## src/rtl/secure_gate_pkg.sv

```systemverilog
// secure_gate_pkg: shared types, response encodings and helpers for the
// secure_gate APB security gate and its lock controller.
//   lock_state_t : LOCKED / UNLOCKED / LOCKOUT
//   xfer_state_t : T_IDLE / T_FWD / T_RESP / T_WAIT
//   RESP_OK/ERR  : value driven on pslverr
//   is_onehot    : true when exactly one bit of the (zero-extended) vector is set
package secure_gate_pkg;

    typedef enum logic [1:0] {
        LOCKED   = 2'd0,
        UNLOCKED = 2'd1,
        LOCKOUT  = 2'd2
    } lock_state_t;

    typedef enum logic [1:0] {
        T_IDLE = 2'd0,
        T_FWD  = 2'd1,
        T_RESP = 2'd2,
        T_WAIT = 2'd3
    } xfer_state_t;

    localparam logic RESP_OK  = 1'b0;
    localparam logic RESP_ERR = 1'b1;

    function automatic logic is_onehot(input logic [31:0] vec);
        return (vec != 32'd0) && ((vec & (vec - 32'd1)) == 32'd0);
    endfunction

endpackage

```

## src/rtl/secure_gate_lockctl.sv

```systemverilog
// secure_gate_lockctl: lock state machine of the secure gate.
// Tracks LOCKED/UNLOCKED/LOCKOUT, counts consecutive wrong keys, times the
// lockout period and, when SECURE_GATE_AUTO_RELOCK_EN is defined, relocks
// after RELOCK_CYC cycles without protected activity.
// Ports:
//   clk, reset_n  : clock, asynchronous active-low reset
//   key_hit       : a locally answered key access is being accepted this cycle
//   key_ok        : key write data equals the unlock key
//   prot_act      : some protected target is selected (upstream or downstream)
//   locked        : registered, 1 when state != UNLOCKED
//   lockout       : registered, 1 in LOCKOUT
//   key_local     : key access is answered by the gate (not forwarded)
//   key_err       : verdict for a local key access (1 = SLVERR)
//   expiring      : lockout ends on the coming edge; protected accesses must wait
module secure_gate_lockctl #(
    parameter int MAX_FAIL    = 3,
    parameter int LOCKOUT_CYC = 1024,
    parameter int RELOCK_CYC  = 65536
) (
    input  logic clk,
    input  logic reset_n,
    input  logic key_hit,
    input  logic key_ok,
    input  logic prot_act,
    output logic locked,
    output logic lockout,
    output logic key_local,
    output logic key_err,
    output logic expiring
);
    import secure_gate_pkg::*;

    localparam int TMR_W  = $clog2(LOCKOUT_CYC + 1);
    localparam int FCNT_W = 4;

    lock_state_t       state_r, state_nxt_s;
    logic [FCNT_W-1:0] fail_r, fail_nxt_s;
    logic [TMR_W-1:0]  timer_r, timer_nxt_s;
    logic              relock_fire_s;

    // Lockout expires on the edge that takes the timer from 1 to 0.
    assign expiring  = (state_r == LOCKOUT) && (timer_r == TMR_W'(1));
    // An UNLOCKED wrong key is an ordinary write and goes downstream.
    assign key_local = (state_r != UNLOCKED) || key_ok;
    assign key_err   = (state_r == LOCKOUT) || ((state_r == LOCKED) && !key_ok);

`ifdef SECURE_GATE_AUTO_RELOCK_EN
    localparam int RLK_W = $clog2(RELOCK_CYC + 1);
    logic [RLK_W-1:0] relock_r;

    assign relock_fire_s = (state_r == UNLOCKED) && !prot_act &&
                           (relock_r == RLK_W'(RELOCK_CYC - 1));

    // Idle counter: cycles spent UNLOCKED without protected activity.
    always_ff @(posedge clk or negedge reset_n) begin
        if (!reset_n) begin
            relock_r <= '0;
        end else if ((state_r != UNLOCKED) || prot_act || relock_fire_s) begin
            relock_r <= '0;
        end else begin
            relock_r <= relock_r + RLK_W'(1);
        end
    end
`else
    logic unused_relock_s;
    assign relock_fire_s   = 1'b0;
    assign unused_relock_s = prot_act ^ (RELOCK_CYC == 0);
`endif

    // Next lock state, fail count and lockout timer.
    always_comb begin
        state_nxt_s = state_r;
        fail_nxt_s  = fail_r;
        timer_nxt_s = timer_r;
        case (state_r)
            LOCKED: begin
                if (key_hit && key_ok) begin
                    state_nxt_s = UNLOCKED;
                    fail_nxt_s  = '0;
                end else if (key_hit) begin
                    if (fail_r == FCNT_W'(MAX_FAIL - 1)) begin
                        state_nxt_s = LOCKOUT;
                        fail_nxt_s  = '0;
                        timer_nxt_s = TMR_W'(LOCKOUT_CYC);
                    end else begin
                        fail_nxt_s = fail_r + FCNT_W'(1);
                    end
                end else begin
                    state_nxt_s = LOCKED;
                end
            end
            UNLOCKED: begin
                if ((key_hit && key_ok) || relock_fire_s) begin
                    state_nxt_s = LOCKED;
                end else begin
                    state_nxt_s = UNLOCKED;
                end
            end
            LOCKOUT: begin
                if (timer_r == TMR_W'(1)) begin
                    state_nxt_s = LOCKED;
                    timer_nxt_s = '0;
                end else begin
                    timer_nxt_s = timer_r - TMR_W'(1);
                end
            end
            default: begin
                state_nxt_s = LOCKED;
                fail_nxt_s  = '0;
                timer_nxt_s = '0;
            end
        endcase
    end

    // Lock state registers; status outputs are decoded from the next state.
    always_ff @(posedge clk or negedge reset_n) begin
        if (!reset_n) begin
            state_r <= LOCKED;
            fail_r  <= '0;
            timer_r <= '0;
            locked  <= 1'b1;
            lockout <= 1'b0;
        end else begin
            state_r <= state_nxt_s;
            fail_r  <= fail_nxt_s;
            timer_r <= timer_nxt_s;
            locked  <= (state_nxt_s != UNLOCKED);
            lockout <= (state_nxt_s == LOCKOUT);
        end
    end

endmodule

```

## src/rtl/secure_gate.sv

```systemverilog
// secure_gate: APB security gate between one upstream APB master and
// NUM_TGT downstream APB targets selected one-hot.
// Targets flagged in PROT_MASK are forwarded only while UNLOCKED; a write of
// KEY_DATA to KEY_ADDR on a protected target toggles the lock. Illegal
// selects and blocked accesses are answered locally with SLVERR.
// Optional feature macro: SECURE_GATE_AUTO_RELOCK_EN (idle relock timer).
// Ports:
//   clk, reset_n                        : clock, async active-low reset
//   s_psel/penable/pwrite/pstrb/paddr/pwdata : upstream request
//   s_prdata/s_pready/s_pslverr         : upstream response (registered)
//   m_psel/penable/pwrite/pstrb/paddr/pwdata : downstream request (registered)
//   m_prdata/m_pready/m_pslverr         : per-target responses
//   locked, lockout                     : lock status
module secure_gate #(
    parameter int                   ADDR_W      = 20,
    parameter int                   DATA_W      = 16,
    parameter int                   NUM_TGT     = 2,
    parameter logic [NUM_TGT-1:0]   PROT_MASK   = 2'b10,
    parameter logic [ADDR_W-1:0]    KEY_ADDR    = 20'h00C1A,
    parameter logic [DATA_W-1:0]    KEY_DATA    = 16'hA007,
    parameter int                   MAX_FAIL    = 3,
    parameter int                   LOCKOUT_CYC = 1024,
    parameter int                   RELOCK_CYC  = 65536
) (
    input  logic                      clk,
    input  logic                      reset_n,
    input  logic [NUM_TGT-1:0]        s_psel,
    input  logic                      s_penable,
    input  logic                      s_pwrite,
    input  logic [DATA_W/8-1:0]       s_pstrb,
    input  logic [ADDR_W-1:0]         s_paddr,
    input  logic [DATA_W-1:0]         s_pwdata,
    output logic [DATA_W-1:0]         s_prdata,
    output logic                      s_pready,
    output logic                      s_pslverr,
    output logic [NUM_TGT-1:0]        m_psel,
    output logic                      m_penable,
    output logic                      m_pwrite,
    output logic [DATA_W/8-1:0]       m_pstrb,
    output logic [ADDR_W-1:0]         m_paddr,
    output logic [DATA_W-1:0]         m_pwdata,
    input  logic [NUM_TGT*DATA_W-1:0] m_prdata,
    input  logic [NUM_TGT-1:0]        m_pready,
    input  logic [NUM_TGT-1:0]        m_pslverr,
    output logic                      locked,
    output logic                      lockout
);
    import secure_gate_pkg::*;

    xfer_state_t          xfer_r, xfer_nxt_s;
    logic                 access_s, onehot_s, prot_sel_s, key_acc_s, key_ok_s, prot_act_s;
    logic                 key_hit_s, key_local_s, key_err_s, expiring_s;
    logic [DATA_W-1:0]    sel_rdata_s;
    logic                 sel_ready_s, sel_err_s;
    logic [NUM_TGT-1:0]   psel_nxt_s;
    logic                 penable_nxt_s, pwrite_nxt_s, pready_nxt_s, pslverr_nxt_s;
    logic [DATA_W/8-1:0]  pstrb_nxt_s;
    logic [ADDR_W-1:0]    paddr_nxt_s;
    logic [DATA_W-1:0]    pwdata_nxt_s, prdata_nxt_s;

    assign access_s   = s_penable && (s_psel != '0);
    assign onehot_s   = is_onehot(32'(s_psel));
    assign prot_sel_s = |(s_psel & PROT_MASK);
    assign key_acc_s  = prot_sel_s && s_pwrite && (s_paddr == KEY_ADDR);
    assign key_ok_s   = (s_pwdata == KEY_DATA);
    assign prot_act_s = prot_sel_s || (|(m_psel & PROT_MASK));

    secure_gate_lockctl #(
        .MAX_FAIL    (MAX_FAIL),
        .LOCKOUT_CYC (LOCKOUT_CYC),
        .RELOCK_CYC  (RELOCK_CYC)
    ) u_lockctl (
        .clk       (clk),
        .reset_n   (reset_n),
        .key_hit   (key_hit_s),
        .key_ok    (key_ok_s),
        .prot_act  (prot_act_s),
        .locked    (locked),
        .lockout   (lockout),
        .key_local (key_local_s),
        .key_err   (key_err_s),
        .expiring  (expiring_s)
    );

    // Response of the target currently selected downstream; others are masked off.
    always_comb begin
        sel_rdata_s = '0;
        sel_ready_s = 1'b0;
        sel_err_s   = 1'b0;
        for (int i = 0; i < NUM_TGT; i++) begin
            sel_rdata_s = sel_rdata_s | (m_prdata[i*DATA_W +: DATA_W] & {DATA_W{m_psel[i]}});
            sel_ready_s = sel_ready_s | (m_pready[i] & m_psel[i]);
            sel_err_s   = sel_err_s | (m_pslverr[i] & m_psel[i]);
        end
    end

    // Transfer FSM next state and next values of all registered outputs.
    always_comb begin
        xfer_nxt_s    = xfer_r;
        psel_nxt_s    = m_psel;
        penable_nxt_s = m_penable;
        pwrite_nxt_s  = m_pwrite;
        pstrb_nxt_s   = m_pstrb;
        paddr_nxt_s   = m_paddr;
        pwdata_nxt_s  = m_pwdata;
        prdata_nxt_s  = '0;
        pready_nxt_s  = 1'b0;
        pslverr_nxt_s = RESP_OK;
        key_hit_s     = 1'b0;
        case (xfer_r)
            T_IDLE: begin
                if (!access_s) begin
                    xfer_nxt_s = T_IDLE;
                end else if (!onehot_s) begin
                    xfer_nxt_s    = T_RESP;
                    pready_nxt_s  = 1'b1;
                    pslverr_nxt_s = RESP_ERR;
                end else if (prot_sel_s && expiring_s) begin
                    // lockout ends this edge; evaluate the access once LOCKED
                    xfer_nxt_s = T_IDLE;
                end else if (key_acc_s && key_local_s) begin
                    key_hit_s     = 1'b1;
                    xfer_nxt_s    = T_RESP;
                    pready_nxt_s  = 1'b1;
                    pslverr_nxt_s = key_err_s ? RESP_ERR : RESP_OK;
                end else if (prot_sel_s && locked) begin
                    xfer_nxt_s    = T_RESP;
                    pready_nxt_s  = 1'b1;
                    pslverr_nxt_s = RESP_ERR;
                end else begin
                    // downstream gets its own setup cycle before the access phase
                    xfer_nxt_s    = T_FWD;
                    psel_nxt_s    = s_psel;
                    penable_nxt_s = 1'b0;
                    pwrite_nxt_s  = s_pwrite;
                    pstrb_nxt_s   = s_pstrb;
                    paddr_nxt_s   = s_paddr;
                    pwdata_nxt_s  = s_pwdata;
                end
            end
            T_FWD: begin
                if (s_psel == '0) begin
                    // upstream abandoned the transfer
                    xfer_nxt_s    = T_IDLE;
                    psel_nxt_s    = '0;
                    penable_nxt_s = 1'b0;
                end else if (m_penable && sel_ready_s) begin
                    xfer_nxt_s    = T_RESP;
                    psel_nxt_s    = '0;
                    penable_nxt_s = 1'b0;
                    pready_nxt_s  = 1'b1;
                    prdata_nxt_s  = sel_rdata_s;
                    pslverr_nxt_s = sel_err_s;
                end else begin
                    xfer_nxt_s    = T_FWD;
                    psel_nxt_s    = s_psel;
                    penable_nxt_s = s_penable;
                    pwrite_nxt_s  = s_pwrite;
                    pstrb_nxt_s   = s_pstrb;
                    paddr_nxt_s   = s_paddr;
                    pwdata_nxt_s  = s_pwdata;
                end
            end
            T_RESP: begin
                xfer_nxt_s = T_WAIT;
            end
            T_WAIT: begin
                if (!s_penable || (s_psel == '0)) begin
                    xfer_nxt_s = T_IDLE;
                end else begin
                    xfer_nxt_s = T_WAIT;
                end
            end
            default: begin
                xfer_nxt_s    = T_IDLE;
                psel_nxt_s    = '0;
                penable_nxt_s = 1'b0;
            end
        endcase
    end

    // Transfer state and all registered upstream/downstream outputs.
    always_ff @(posedge clk or negedge reset_n) begin
        if (!reset_n) begin
            xfer_r    <= T_IDLE;
            m_psel    <= '0;
            m_penable <= 1'b0;
            m_pwrite  <= 1'b0;
            m_pstrb   <= '0;
            m_paddr   <= '0;
            m_pwdata  <= '0;
            s_prdata  <= '0;
            s_pready  <= 1'b0;
            s_pslverr <= 1'b0;
        end else begin
            xfer_r    <= xfer_nxt_s;
            m_psel    <= psel_nxt_s;
            m_penable <= penable_nxt_s;
            m_pwrite  <= pwrite_nxt_s;
            m_pstrb   <= pstrb_nxt_s;
            m_paddr   <= paddr_nxt_s;
            m_pwdata  <= pwdata_nxt_s;
            s_prdata  <= prdata_nxt_s;
            s_pready  <= pready_nxt_s;
            s_pslverr <= pslverr_nxt_s;
        end
    end

endmodule

```

## config.mk

```make
export PLATFORM = sky130hd
export DESIGN_NAME = secure_gate
export DESIGN_NICKNAME = d
export VERILOG_FILES = /design/src/rtl/secure_gate_pkg.sv /design/src/rtl/secure_gate_lockctl.sv /design/src/rtl/secure_gate.sv
export SDC_FILE = /design/constraint.sdc
export NUM_CORES = 1
export LEC_CHECK = 0
export CORE_MARGIN = 4
export CORE_UTILIZATION = 41
export DETAILED_ROUTE_END_ITERATION = 6
export PLACE_DENSITY = 0.77
export REMOVE_ABC_BUFFERS = 1
export SLEW_MARGIN = 10
export SYNTH_ARGS = -nofsm -noshare
export SYNTH_HDL_FRONTEND = slang
export SYNTH_SLANG_ARGS = --single-unit
```

## constraint.sdc

```tcl
create_clock -name clk -period 2.17 [get_ports clk]
set_input_delay 0.3255 -clock clk [delete_from_list [all_inputs] [get_ports clk]]
set_output_delay 0.3255 -clock clk [all_outputs]
set_load 0.05 [all_outputs]
```

==> reports/qor_table.md, run 1 <==
| Metric | Value | Unit |
| --- | --- | --- |
| Area added between synthesis and finish | 67.0 | % |
| WL final | 12900 | um |
| Register bit count reported by yosys | 81 | - |
| IO buf count | 141 | - |
| PD cells | 1190 | nW/um^2 |
| Core ar. | 9280 | um^2 |
| Initial core utilization | 0.423 | - |
| Die Y-Extent | 106 | um |
| Most common flop cell mapped by yosys | dfrtp_1 | - |
| Via/cell ratio | 5.47 | - |
| Initial antenna violation count | 0 | - |
| Nets | 629 | - |
| TritonCTS clock tree | built | - |
| Max-slew violation count | 0 | - |
| I/O pin cnt | 142 | - |
| Later-pin clock latency in the skew report | 0.37 | ns |
| Core Rows | 35 | - |
| DP HPWL | 8090 | um |
| Remaining antenna violation count | 0 | - |
| Final worst-path setup slack | -0.174 | ns |
| Global Route Usage Sum | 0.218 | - |
| Slack of the worst reg-to-reg path | -0.17 | ns |
| Leak | 3.00 | nW |
| Average cell area after synthesis | 12.4 | um^2 |
| Post-synth EDFFs | 0 | - |
| Outcome | finished with violations | - |
| Total congestion overflow after global routing | 0 | - |
| Depth of the most critical reg-to-reg path | 11 | - |
| Sequential share of the synthesized area | 0.516 | - |
| Total area of sequential cells | 2030 | um^2 |
| Width of the die | 106 | um |
| Final Hold Vio Count | 0 | - |
| Antenna diodes | 0 | - |
| Max Fanout on Critical Path | 8 | - |
| Synth cell types | 52 | - |
| Final Total Pwr | 7.79 | mW |
| Setup repair after global routing missed its margin | yes | - |
| Critical path start-end classification | register to register | - |
| Clock net sink count | 81 | - |
| Startpoint type of the worst setup path | register | - |
| Vias | 3684 | - |
| Worst hold path cell count | 2 | - |
| Worst clock skew | 0.0162 | ns |
| Max-Cap Viols | 0 | - |
| Clock Tree Buf Depth | 2 | - |
| Number of warnings reported in the yosys synthesis log | 0 | - |
| Nature of the critical path endpoint | register | - |
| Cts bufs inserted | 9 | - |
| Root cell of the clock tree | clkbuf_8 | - |
| Shortest clock period the worst path allows after layout | 2.34 | ns |
| Number of DRC violations after detailed routing | 0 | - |
| Top cell type's share of synthesized area | 0.509 | - |
| Maximum clock frequency | 0.427 | GHz |
| Number of fill cells in the layout | 608 | - |
| Top post-synthesis cells by area | dfrtp_1 51%, mux2_4 14%, o21ai_0 3.3%, a22oi_1 3.2%, ha_1 2.9% | - |
| Number of instances in the synthesized netlist | 318 | - |
| Fraction of final layout cells sized beyond drive strength 1 | 0.365 | - |
| Path class of the lowest-slack min-delay path | primary input to register | - |
| WL per Instance | 19.1 | um |
| Post-layout utilization of the core | 0.707 | - |
| Start of the worst register-to-register path | u_lockctl.timer_r[1] | - |
| Global-route wire length before repair | 19400 | um |
| Multi-input gate area in the final layout | 1990 | um^2 |
| Failing checks | setup timing | - |
| Vias in the first global route | 3661 | - |
| Headroom to the max-slew limit | 0.637 | - |
| Share of the clock period used by the worst path after layout | 1.08 | - |
| Number of endpoints failing setup at the final stage | 41 | - |
| Worst setup path startpoint | u_lockctl.timer_r[1] | - |
| Startpoint of the worst hold path | s_pwdata[6] | - |
| Final RePlAce weighted congestion | 0.820 | - |
| Peak supply drop | 722 | uV |
| Clk pin slew, worst setup/hold paths | 0.09 | ns |
| Post-synth design cell area | 3930 | um^2 |
| Synth area leader | dfrtp_1 | - |
| Iteration-0 DRC count of the detailed router | 204 | - |
| Arr. time, crit path | 2.60 | ns |
| Synth async-reset ratio | 1.00 | - |
| Transition at the pin with the smallest max-transition slack | 0.543 | ns |
| Required time of the critical path | 2.43 | ns |
| H-tree level count | 3 | - |
| Maximum number of pins on one net before global-route repair | 53 | - |
| Die area | 11200 | um^2 |
| DRT Pass-1 Iters | 5 | - |
==> placed cells by master, fill, tap and decap left out, types with 4 or more instances in the layout <==
| cell | Yosys | final |
|---|---|---|
| nor2_1 | 26 | 24 |
| nor3_1 | 5 | 4 |
| inv_1 | 10 | 7 |
| clkdlybuf4s50_1 | 0 | 110 |
| buf_6 | 0 | 12 |
| mux2_4 | 37 | 40 |
| o31ai_1 | 5 | 4 |
| buf_2 | 1 | 9 |
| nand2_1 | 13 | 13 |
| clkbuf_8 | 0 | 10 |
| a22oi_1 | 17 | 17 |
| nand3_1 | 6 | 6 |
| o21ai_0 | 26 | 20 |
| ha_1 | 9 | 5 |
| dfrtp_1 | 80 | 80 |
| buf_12 | 3 | 7 |
| buf_4 | 0 | 68 |
| nor4_1 | 6 | 4 |
| ha_4 | 0 | 4 |
| dlymetal6s2s_1 | 0 | 11 |
==> path summary, 6_finish.rpt <==
| check | end |
|---|---|
| min in group asynchronous | m_pwdata[15] |
| worst max register to register | m_paddr[1] |
| worst max-delay path | m_paddr[1] |
| worst min register to register | m_pwdata[15] |
| max in group asynchronous | u_lockctl.timer_r[8] |
| worst min-delay path | m_pwdata[6] |
==> what timing repair did <==
action	4_1_cts	5_1_grt
hold buffers	1	0
pin swaps	13	18
setup buffers	20	10
cloned	3	1
endpoints found under the setup margin	65	63
resized for setup	90	54
hold endpoints to repair	28	0
==> final cells by class <==
class	instances	share of cell area
Clock inverter	6	0.0112
Tap cell	129	0.0246
Inverter	10	0.00572
Sequential cell	81	0.309
Multi-Input combinational cell	213	0.303
Clock buffer	10	0.0210
Timing Repair Buffer	225	0.325
==> critical path, cell delays in order (launching register included) <==
cell,delay (ns)
dfrtp_1,0.39
inv_2,0.09
ha_4,0.13
nor3b_4,0.22
a41oi_2,0.16
buf_4,0.16
and2_4,0.14
a32oi_4,0.24
buf_6,0.15
buf_12,0.11
buf_12,0.13
mux2_4,0.30
==> registers in the layout, indices dropped and copies added, names as in the netlist <==
register	cells
m_paddr	20
m_pwdata	16
s_prdata	16
u_lockctl.timer_r	11
u_lockctl.fail_r	4
m_psel	2
m_pstrb	2
u_lockctl.state_r	2
xfer_r	2
m_penable	1
m_pwrite	1
s_pready	1
s_pslverr	1
u_lockctl.locked	1
u_lockctl.lockout	1
==> report_power, final <==
group          total, mW  leakage [nW]  internal [mW]  switching (mW)
Sequential          2.25         0.988           1.95           0.305
Combinational       4.37          1.91           1.98            2.39
Clock               1.17         0.101          0.577           0.596
==> through the flow <==
step / instances / worst slack [ns] / hold WS [ns] / cell area, um^2 / TNS, ns
floorplan: 303 / -1.12 / 0.0299 / 3810 / -46.57
global placement: 630 / -0.770 / 0.285 / 5840 / -44.13
detailed placement: 630 / -0.826 / 0.291 / 5840 / -46.76
CTS: 670 / -0.139 / 0.193 / 6430 / -4.06
global route: 674 / -0.275 / 0.172 / 6570 / -9.60
finish: 674 / -0.174 / 0.183 / 6570 / -4.60
==> kinds of logic (layout without fill, tap and decap cells) <==
logic type	count (synthesis)	count (layout)	synth area share
AND/OR/NAND/NOR	91	92	0.129
buffers and inverters	25	251	0.0398
AO/OA/AOI/OAI	71	71	0.134
multiplexers	41	41	0.153
adder cells (fa/ha/maj)	9	9	0.0287
flip-flops	81	81	0.516
==> routing by layer <==
| layer | up-vias | global-route usage | wire length [um] | part of all wire |
|---|---|---|---|---|
| met3 | 39 | 0.0492 | 739 | 0.057 |
| met1 | 1853 | 0.258 | 5030 | 0.39 |
| met2 | 162 | 0.391 | 6710 | 0.52 |
| li1 | 1630 | - | - | - |
| met5 | - | 0 | 0 | 0 |
| met4 | 0 | 0.0722 | 393 | 0.031 |
==> synth_stat cells, types with 2 or more instances <==
library cell / number
a21oi_1: 3
a22oi_1: 17
a32oi_1: 2
and2_1: 4
and4_1: 2
buf_12: 3
clkbuf_1: 9
dfrtp_1: 80
ha_1: 9
inv_1: 10
mux2_2: 4
mux2_4: 37
nand2_1: 13
nand2b_1: 4
nand3_1: 6
nand3b_1: 2
nand4_1: 2
nor2_1: 26
nor2b_1: 5
nor3_1: 5
nor3b_1: 4
nor4_1: 6
nor4bb_1: 2
o21ai_0: 26
o31ai_1: 5
o32a_1: 2
o41ai_1: 2
or3_1: 2
or4b_1: 3
(Power assumes the default switching activity.)
==> inputs of run 2 (changes only) <==
- CTS_BUF_LIST: unset -> sky130_fd_sc_hd__clkbuf_4 sky130_fd_sc_hd__clkbuf_8 sky130_fd_sc_hd__clkbuf_16
==> results of run 2 <==
The final DEF is identical to that of run 1; final timing and power are the same.
